==> config.mk <==
export PLATFORM = sky130hd
export DESIGN_NAME = alu_arbiter
export DESIGN_NICKNAME = d
export VERILOG_FILES = /design/src/rtl/alu_arbiter.sv
export SDC_FILE = /design/constraint.sdc
export NUM_CORES = 1
export LEC_CHECK = 0
export ABC_AREA = 1
export BUFFER_PORTS_ARGS = -buffer_cell sky130_fd_sc_hd__buf_2
export CAP_MARGIN = 20
export CORE_UTILIZATION = 32
export CTS_CLUSTER_SIZE = 30
export DETAILED_ROUTE_END_ITERATION = 8
export PLACE_DENSITY = 0.69
export SLEW_MARGIN = 15
export SYNTH_ARGS = -nofsm -noshare
export SYNTH_HDL_FRONTEND = slang
export SYNTH_SLANG_ARGS = --single-unit
export TNS_END_PERCENT = 30
==> constraint.sdc <==
create_clock -name CLK -period 1.9 [get_ports CLK]
set_clock_uncertainty 0.05 [all_clocks]
set_input_delay 0.19 -clock CLK [delete_from_list [all_inputs] [get_ports CLK]]
set_output_delay 0.19 -clock CLK [all_outputs]
set_load 0.005 [all_outputs]
==> src/rtl/alu_arbiter.sv <==
// alu_arbiter: shares one combinational ALU between two requesters.
// The granted port's operands and opcode are registered onto the ALU inputs.
// The result and zero flag are captured one cycle later and returned with a
// one-cycle ACK.
// Optional build macro ALU_ARB_RR_EN selects round-robin arbitration on a tie.
// Without it, port 0 has fixed priority.
//
// state | meaning
// IDLE  | waiting for a request; grant and ALU input load happen here
// EXEC  | ALU inputs stable; result and zero flag captured at the end
// DONE  | ACK of the granted port is high; requests are ignored
module alu_arbiter #(
    parameter int DATA_WIDTH = 32,
    parameter int OPRN_WIDTH = 6
) (
    input  logic                  CLK,
    input  logic                  RST,
    input  logic                  REQ0,
    input  logic                  REQ1,
    input  logic [DATA_WIDTH-1:0] OP1_0,
    input  logic [DATA_WIDTH-1:0] OP2_0,
    input  logic [DATA_WIDTH-1:0] OP1_1,
    input  logic [DATA_WIDTH-1:0] OP2_1,
    input  logic [OPRN_WIDTH-1:0] OPRN_0,
    input  logic [OPRN_WIDTH-1:0] OPRN_1,
    output logic                  ACK0,
    output logic                  ACK1,
    output logic [DATA_WIDTH-1:0] RES0,
    output logic [DATA_WIDTH-1:0] RES1,
    output logic                  ZERO0,
    output logic                  ZERO1,
    output logic                  BUSY,
    output logic [DATA_WIDTH-1:0] ALU_OP1,
    output logic [DATA_WIDTH-1:0] ALU_OP2,
    output logic [OPRN_WIDTH-1:0] ALU_OPRN,
    input  logic [DATA_WIDTH-1:0] ALU_OUT,
    input  logic                  ALU_ZERO
);

    typedef enum logic [1:0] {
        IDLE = 2'd0,
        EXEC = 2'd1,
        DONE = 2'd2
    } state_t;

    state_t state;
    state_t state_nxt;
    logic   gnt;
    logic   win;
    logic   any_req;

    assign any_req = REQ0 | REQ1;

`ifdef ALU_ARB_RR_EN
    logic last;

    // Round-robin winner: on a tie the port that was not granted last wins.
    always_comb begin
        win = 1'b0;
        if (REQ0 && REQ1) begin
            win = ~last;
        end else begin
            win = REQ1;
        end
    end

    // Remember the most recently granted port; reset value makes port 0 win the first tie.
    always_ff @(posedge CLK or negedge RST) begin
        if (!RST) begin
            last <= 1'b1;
        end else if (state == IDLE && any_req) begin
            last <= win;
        end
    end
`else
    // Fixed priority winner: port 1 only wins when port 0 is not requesting.
    always_comb begin
        win = ~REQ0;
    end
`endif

    // State register.
    always_ff @(posedge CLK or negedge RST) begin
        if (!RST) begin
            state <= IDLE;
        end else begin
            state <= state_nxt;
        end
    end

    // Next-state logic: one pass through EXEC and DONE per granted request.
    always_comb begin
        state_nxt = state;
        case (state)
            IDLE:    if (any_req) state_nxt = EXEC;
            EXEC:    state_nxt = DONE;
            DONE:    state_nxt = IDLE;
            default: state_nxt = IDLE;
        endcase
    end

    // State-decoded outputs.
    always_comb begin
        BUSY = (state != IDLE);
    end

    // Grant/load in IDLE, capture and acknowledge in EXEC, clear ACK in DONE.
    always_ff @(posedge CLK or negedge RST) begin
        if (!RST) begin
            gnt      <= 1'b0;
            ACK0     <= 1'b0;
            ACK1     <= 1'b0;
            RES0     <= '0;
            RES1     <= '0;
            ZERO0    <= 1'b0;
            ZERO1    <= 1'b0;
            ALU_OP1  <= '0;
            ALU_OP2  <= '0;
            ALU_OPRN <= '0;
        end else begin
            case (state)
                IDLE: begin
                    if (any_req) begin
                        gnt      <= win;
                        ALU_OP1  <= win ? OP1_1  : OP1_0;
                        ALU_OP2  <= win ? OP2_1  : OP2_0;
                        ALU_OPRN <= win ? OPRN_1 : OPRN_0;
                    end
                end
                EXEC: begin
                    if (gnt) begin
                        RES1  <= ALU_OUT;
                        ZERO1 <= ALU_ZERO;
                        ACK1  <= 1'b1;
                    end else begin
                        RES0  <= ALU_OUT;
                        ZERO0 <= ALU_ZERO;
                        ACK0  <= 1'b1;
                    end
                end
                DONE: begin
                    ACK0 <= 1'b0;
                    ACK1 <= 1'b0;
                end
                default: begin
                    ACK0 <= 1'b0;
                    ACK1 <= 1'b0;
                end
            endcase
        end
    end

endmodule

# Word-level counts from Yosys, hierarchy flattened
# Index checks and enable logic that the tools add are counted.
dict set report totals {
  inputBits 177
  word_cells 35
  regBits 141
}
dict set report classes {
  eq_ne 4
  n_bitwise 4
  n_reduce_logical 7
  n_mux 9
}
# op n
set op_table {}
lappend op_table {{$mux 32} 2}
lappend op_table {{$reduce_and 2->1} 5}
lappend op_table {{$mux 6} 1}
lappend op_table {{$ne 2x2->1 const B} 3}
lappend op_table {{$pmux 1 s2} 2}
lappend op_table {{$pmux 2 s2} 1}
lappend op_table {{$not 1->1} 3}
lappend op_table {{$eq 2x1->1 const B} 1}
lappend op_table {{$logic_not 2->1} 1}
lappend op_table {{$mux 1} 2}
lappend op_table {{$mux 2} 1}
lappend op_table {{$reduce_bool 2->1} 1}
lappend op_table {{$or 1x1->1} 1}

# Depth between registers and ports, before layout
# Gate-level depths: netlist (run 1).
dict set report logic_depth {
  word_depth 3
  mapped_depth 7
}

# Least setup slack after synthesis (run 1)
# OpenSTA, ideal clock, no wires.
dict set report synth_timing {
  kind {reg2reg}
  from {register state[1]}
  to {register RES1[22]}
  period_less_slack_ps 1154
  path_slack_ps 746
  arrival_time_ps 974
  stages_incl_launch_ff 7
  path_buffers 2
  path_cell_list {dfrtp_1 inv_2 nand3_2 buf_4 buf_2 nand2_1 o21ai_0}
}
dict set report synth_between {
  elab_chain_len 2
}
# element line
set synth_rtl {}
lappend synth_rtl {{start: declaration} 46} ;# state_t state;
lappend synth_rtl {{start signal: assignment} 87} ;# state <= state_nxt;
lappend synth_rtl {{$eq 2x1->1} 121} ;# case (state)
lappend synth_rtl {{$reduce_and 2->1 (no source line)} --}
lappend synth_rtl {{end signal: assignment} 114} ;# RES1 <= '0;
lappend synth_rtl {{end signal: assignment} 132} ;# RES1 <= ALU_OUT;
lappend synth_rtl {{end: declaration} 29} ;# output logic [DATA_WIDTH-1:0] RES1,
# Every way passes these cells.
# A chain may end at the register's enable or synchronous reset.

# Worst setup path after layout (run 1)
dict set report layout_timing {
  from {input REQ0}
  to {register ALU_OP1[4]}
}
dict set report layout_between {
  elab_chain_len 2
  word_cells_on_any_way 3
}
# element line
set layout_rtl {}
lappend layout_rtl {{start: declaration} 18} ;# input logic REQ0,
lappend layout_rtl {{$or 1x1->1} 52} ;# assign any_req = REQ0 | REQ1;
lappend layout_rtl {{$reduce_and 2->1 (no source line)} --}
lappend layout_rtl {{end signal: assignment} 125} ;# ALU_OP1 <= win ? OP1_1 : OP1_0;
lappend layout_rtl {{end: declaration} 33} ;# output logic [DATA_WIDTH-1:0] ALU_OP1,
# Parallel ways exist; a longest one is shown, timed or not.

==> results of run 1 <==
==> power groups by stage <==
stage	sequential, mW	clock [mW]	combinational (mW)
finish	5.24	3.13	4.85
global route	5.40	3.36	5.53
CTS	5.24	3.24	4.89
detailed placement	5.24	0	4.78
global placement	5.26	0	4.65
floorplan	5.34	0	2.32
==> cells in the mapped netlist <==
master      n  share of area [%]
buf_4      11                1.3
nor2_4      1               0.18
buf_2      25                2.0
inv_2       2               0.12
buf_6       1               0.18
nor2_1      2               0.12
nand3b_1    1               0.12
inv_1      36                2.2
nand2_2     1               0.10
nand3_1     1              0.080
clkbuf_1    5               0.30
o21ai_0    33                2.6
nand2_1   561                 34
nor2_2      1               0.10
dfrtp_1   141                 57
nand3_2     1               0.16
==> how the worst max path moves through the flow <==
stage / start / to / slack (ns) / cells past startpoint
finish: REQ0 / ALU_OP1[4] / 0.39 / 8
CTS: state[1] / BUSY / 0.44 / 3
floorplan: state[1] / RES1[22] / 0.75 / 6
detailed placement: REQ0 / ALU_OP1[11] / 0.53 / 6
global placement: REQ0 / ALU_OP2[11] / 0.57 / 6
global route: REQ0 / ALU_OP1[27] / 0.31 / 8
==> area by class of cell <==
type / count / area share [%]
multi-input cells: 602 / 24.8
clock inverters: 14 / 1.32
diodes: 1 / 0.0266
inverters: 38 / 1.52
flip-flops and latches: 141 / 37.6
clock buffers: 18 / 4.57
well taps: 260 / 3.46
repair buffers: 405 / 26.8
==> critical path, delay by kind of cell <==
family                 cells  cell delay, ns
buffers and inverters      4            1.25
AND/OR/NAND/NOR            4            0.31
==> cells by family (layout without fill, tap and decap cells) <==
logic type             count (synthesis)  count (layout)  share of synthesized area [%]
buffers and inverters                 80             475                           6.10
other                                  0               1                              0
AOI/OAI and AO/OA                     33              33                           2.65
DFF                                  141             141                           56.6
and+or+nand+nor                      569             569                           34.6
==> state kept, by name (all words and copies together), names as in the netlist <==
name      count
ALU_OP1      32
ALU_OP2      32
RES0         32
RES1         32
ALU_OPRN      6
state         2
ACK0          1
ACK1          1
ZERO0         1
ZERO1         1
gnt           1
==> repair_timing <==
item	4_1_cts	5_1_grt
buffers inserted	0	0
hold buffers	77	0
endpoints found under the hold margin	237	0
==> routing by layer <==
metal | share of wire [%] | track usage, %
met5 | 0.090 | 0
met4 | 1.7 | 6.68
met3 | 7.0 | 5.77
met2 | 48 | 32.2
met1 | 44 | 22.9
==> per-stage QoR <==
stage                     setup slack (ns)  std cells
after detailed placement             0.534       1369
final                                0.393       1479
after CTS                            0.437       1478
after floorplan                      0.746        823
after global routing                 0.314       1478
after global placement               0.570       1369
==> impl_metrics.ini, run 1 <==
[outcome]
status = complete, no violations

[power]
p_sw_share_pct = 37.4
p_int_mw = 8.28
power_per_cell_area_nw_per_um2 = 1410
p_sw_mw = 4.95
power_leakage_nw = 5.61
comb_power_share_pct = 36.7
peakVddDrop_v = 0.000590
p_total_mw = 13.2
seq_power_share_pct = 39.7
p_clk_share_pct = 23.7

[global_routing]
grtUsageTotal_pct = 19.0
grt_pass1_wl_um = 30100
antenna_found_initial = 1
grt_max_degree = 66
grt.overflow.total = 0
grt_pass1_vias = 6055

[cts]
cts_buffers = 17
clk_path_buf_depth = 2
clockRootBuffer = clkbuf_16
cts-htree-levels = 4
cts_tree = done
clock-sinks = 141
clk-insertion-delay-late_ns = 0.41
cts.clk_slew.worst_paths_ns = 0.06
ctsResizeCount = 0

[finish]
fillerInstances = 1829
final_common_cell = nand2_1
fin_nets = 1382
syn2layout_area_growth_pct = 50.6
final_area_um2 = 9390
regArea_um2 = 3530
multi_input_area_um2 = 2320
postLayoutCoreUtil_pct = 49.7
final_cell_mix = nand2_1, buf_2, dfrtp_1
final_layout_size_suffix_gt1_share_pct = 30.0

[sta]
rsz0062_at_grt = no
final-max-slew-violation-count = 0
report.final.hold_viol_count = 0
min_period_over_period_pct = 79.3
worstMarginPinSlew_ns = 0.427
slew_headroom_pct = 71.5
layout_min_cycle_time_ns = 1.51
tns_ns = 0
holdWs_ns = 0.0168
fmax_mhz = 663
timing.final.setup_violations = 0

[detailed_routing]
postRouteAntennaNets = 0
drtIter0Drc = 184
avgRoutedWirePerCell_um = 12.8
drtPass1Iterations = 5
vias = 6360
avgViaCountPerCell = 4.30
wl_um = 18900
drt_drc_violations_left = 0

[yosys]
ys_types = 16
synthCells = 823
netlist_area_um2 = 6230
ys_warn_count = 0
seq_area_frac_synth_pct = 56.6
synth.avg_cell_area_um2 = 7.57
synth_nets = 1000
synth_seq_cells = 141

[placed_design]
gp_congestion = 0.758
placed_cell_area_um2 = 8060
dp_hpwl_um = 12600
port_buffers = 315

[floorplanning]
coreArea_um2 = 18900
fp.dieW_um = 142
fp.dieH_um = 142
die_area_um2 = 20000
start_util_pct = 33.0
ioPinCount = 316
rows = 50

[setup_path]
path_class = input port to flip-flop
crit_path_top_delay_cell = dlygate4sd3_1
start_kind = input port
cp_common_cell = nand2_1
ff2ff_path_depth = 5
rr_endpoint = ALU_OP1[5]
worstPathCellList = buf_2 -> inv_2 -> buf_4 -> nand2_1 -> nand2_1 -> dlygate4sd3_1 -> nand2_1 -> nand2_1
worstPathRequired_ns = 2.16
reg2reg_slack_ns = 0.53
critPathMaxFanout = 40
crit_path_end_kind = flip-flop
crit_arrival_ns = 1.77
rr_startpoint = state[0]
slowest_delay_ns = 0.56

[worst_hold_path]
hp-class = input port to flip-flop
worstHoldEndpoint = ALU_OP1[25]
hold_start = OP1_0[25]
whs_path_depth = 5

[job]
drv_cap = 0
(Power assumes the default switching activity.)
==> run 2, diff against run 1 <==
Clock period 1.9 ns to 1.5 ns, I/O delays scaled along.
==> run 2 against run 1 <==
  * Cell count rose by 6.2%
  * Critical endpoint is now ALU_OP1[13]
  * Worst hold slack improved by 0.0080 ns
  * First-iteration DRC count rose by 55%
  * Sequential cell count did not move
  * Sequential power rose by 27%
  * Global-route usage rose by 2.8 points
  * Register-to-register slack got worse by 0.35 ns
  * Critical path type unchanged
  * Combinational power rose by 38%
==> impl_metrics.ini, run 2 (synthesis gave the netlist of run 1 again) <==
[placed_design]
gp_congestion = 0.779
place_ws_ns = 0.215
dp_hpwl_um = 12900
dp.cells = 1374
port_buffers = 315

[finish]
regArea_um2 = 3530
syn2layout_area_growth_pct = 67.4
stdcell_count = 1571
multi_input_area_um2 = 2320
fillerInstances = 1653
final_cell_mix = nand2_1, buf_2, dlygate4sd3_1
final_common_cell = nand2_1
fin_nets = 1475
final_layout_size_suffix_gt1_share_pct = 28.2

[setup_path]
crit_arrival_ns = 1.65
crit_path_end_kind = flip-flop
path_class = input port to flip-flop
reg2reg_slack_ns = 0.18
slowest_delay_ns = 0.56
rr_startpoint = state[0]
critPathMaxFanout = 1
worstPathRequired_ns = 1.75
crit_path_end = ALU_OP1[13]
start_kind = input port
rr_endpoint = ALU_OP1[17]
crit_path_top_delay_cell = dlygate4sd3_1
ff2ff_path_depth = 5
worstPathCellList = dlygate4sd3_1 -> buf_2 -> nand2_1 -> nand2_1 -> dlygate4sd3_1 -> nand2_1 -> nand2_1
cp_common_cell = nand2_1
worstSetupStartpoint = OP1_1[13]

[power]
power_leakage_nw = 6.08
peakVddDrop_v = 0.00102
seq_power_share_pct = 37.8
comb_power_share_pct = 38.0
power_per_cell_area_nw_per_um2 = 1690
p_total_mw = 17.6
p_sw_mw = 6.42
p_sw_share_pct = 36.4
p_int_mw = 11.2
p_clk_share_pct = 24.2

[cts]
clockRootBuffer = clkbuf_16
cts-htree-levels = 4
clk_path_buf_depth = 2
cts_buffers = 17
cts_tree = done
clk-insertion-delay-late_ns = 0.40
clock-sinks = 141
cts.clk_slew.worst_paths_ns = 0.06

[sta]
setup_ws_ns = 0.0976
worstMarginPinSlew_ns = 0.337
slew_headroom_pct = 77.5
final-max-slew-violation-count = 0
rsz0062_at_grt = no
fmax_mhz = 713
tns_ns = 0
timing.final.setup_violations = 0
report.final.hold_viol_count = 0
min_period_over_period_pct = 93.5
layout_min_cycle_time_ns = 1.40

[floorplanning]
fp.dieW_um = 142
die_area_um2 = 20000
rows = 50
ioPinCount = 316
coreArea_um2 = 18900
fp.dieH_um = 142
start_util_pct = 33.0

[global_routing]
grt.overflow.total = 0
grt_pass1_wl_um = 34200
antenna_found_initial = 2
grt_max_degree = 55
grt_pass1_vias = 7106
grtUsageTotal_pct = 21.8

[detailed_routing]
avgViaCountPerCell = 4.41
drtIter0Drc = 285
drt_drc_violations_left = 0
vias = 6923
drtPass1Iterations = 5
avgRoutedWirePerCell_um = 13.7
postRouteAntennaNets = 0
wl_um = 21500

[worst_hold_path]
hold_start = OP2_0[17]
hp-class = input port to flip-flop

[job]
drv_cap = 0

[outcome]
status = complete, no violations
[run 2: changes by cell type in the layout (fill, tap and decap cells not counted)]
cell           previous run  this run
bufinv_16                 0         2
clkbuf_1                  1         0
inv_8                     3         2
clkbuf_8                  0         1
buf_12                    5        12
clkinv_2                  0         1
inv_6                     5         4
clkinv_4                  1         2
buf_4                     8         6
dlygate4sd3_1            77       165
clkinvlp_4                5         2
[run 2: critical path, delay by kind of cell]
kind                   cells  cell delay, ns
buffers and inverters      3            1.24
AND/OR/NAND/NOR            4            0.26
[run 2: cell type report]
cell class	instances	area share, %
inverters	38	1.37
clock buffers	18	4.21
clock inverters	13	1.49
flip-flops and latches	141	33.8
diodes	1	0.0240
well taps	260	3.12
multi-input cells	602	22.3
repair buffers	498	33.7
[run 2: power groups by stage]
stage	clock (mW)	combinational, mW	sequential (mW)
floorplan	0	2.94	6.77
CTS	4.39	6.67	6.64
global route	4.54	7.57	6.88
finish	4.28	6.70	6.67
detailed placement	0	6.31	6.64
global placement	0	6.16	6.62
[run 2: worst min path at each step]
stage,to,slack [ns],cells after the start
after global placement,RES0[26],0.02,1
after global routing,ALU_OP1[22],0.04,5
after floorplan,ACK0,-0.20,0
after detailed placement,RES1[28],0.02,1
final,ALU_OP2[17],0.02,5
after CTS,ALU_OP2[17],0.0001,5
[run 2: layer usage]
| layer | GRT usage (%) | part of all wire (%) |
|---|---|---|
| met5 | 0 | 0.046 |
| met3 | 6.11 | 7.4 |
| met1 | 24.3 | 41 |
| met4 | 7.81 | 2.0 |
| met2 | 39.5 | 50 |
[run 2: through the flow]
stage / hold slack [ns] / area, µm² / utilization (%)
after floorplan: -0.196 / 6230 / -
after global placement: 0.0205 / 8190 / 43.3
after detailed placement: 0.0231 / 8190 / 43.3
after CTS: 0.000149 / 10400 / 55.2
after global routing: 0.0366 / 10400 / 55.2
final: 0.0248 / 10400 / 55.2
[run 2: timing repair]
action                                  4_1_cts  5_1_grt
hold endpoints to repair                    276        0
gates resized for setup                       0        0
hold buffers                                165        0
endpoints found under the setup margin        0        0
buffers inserted                              0        0
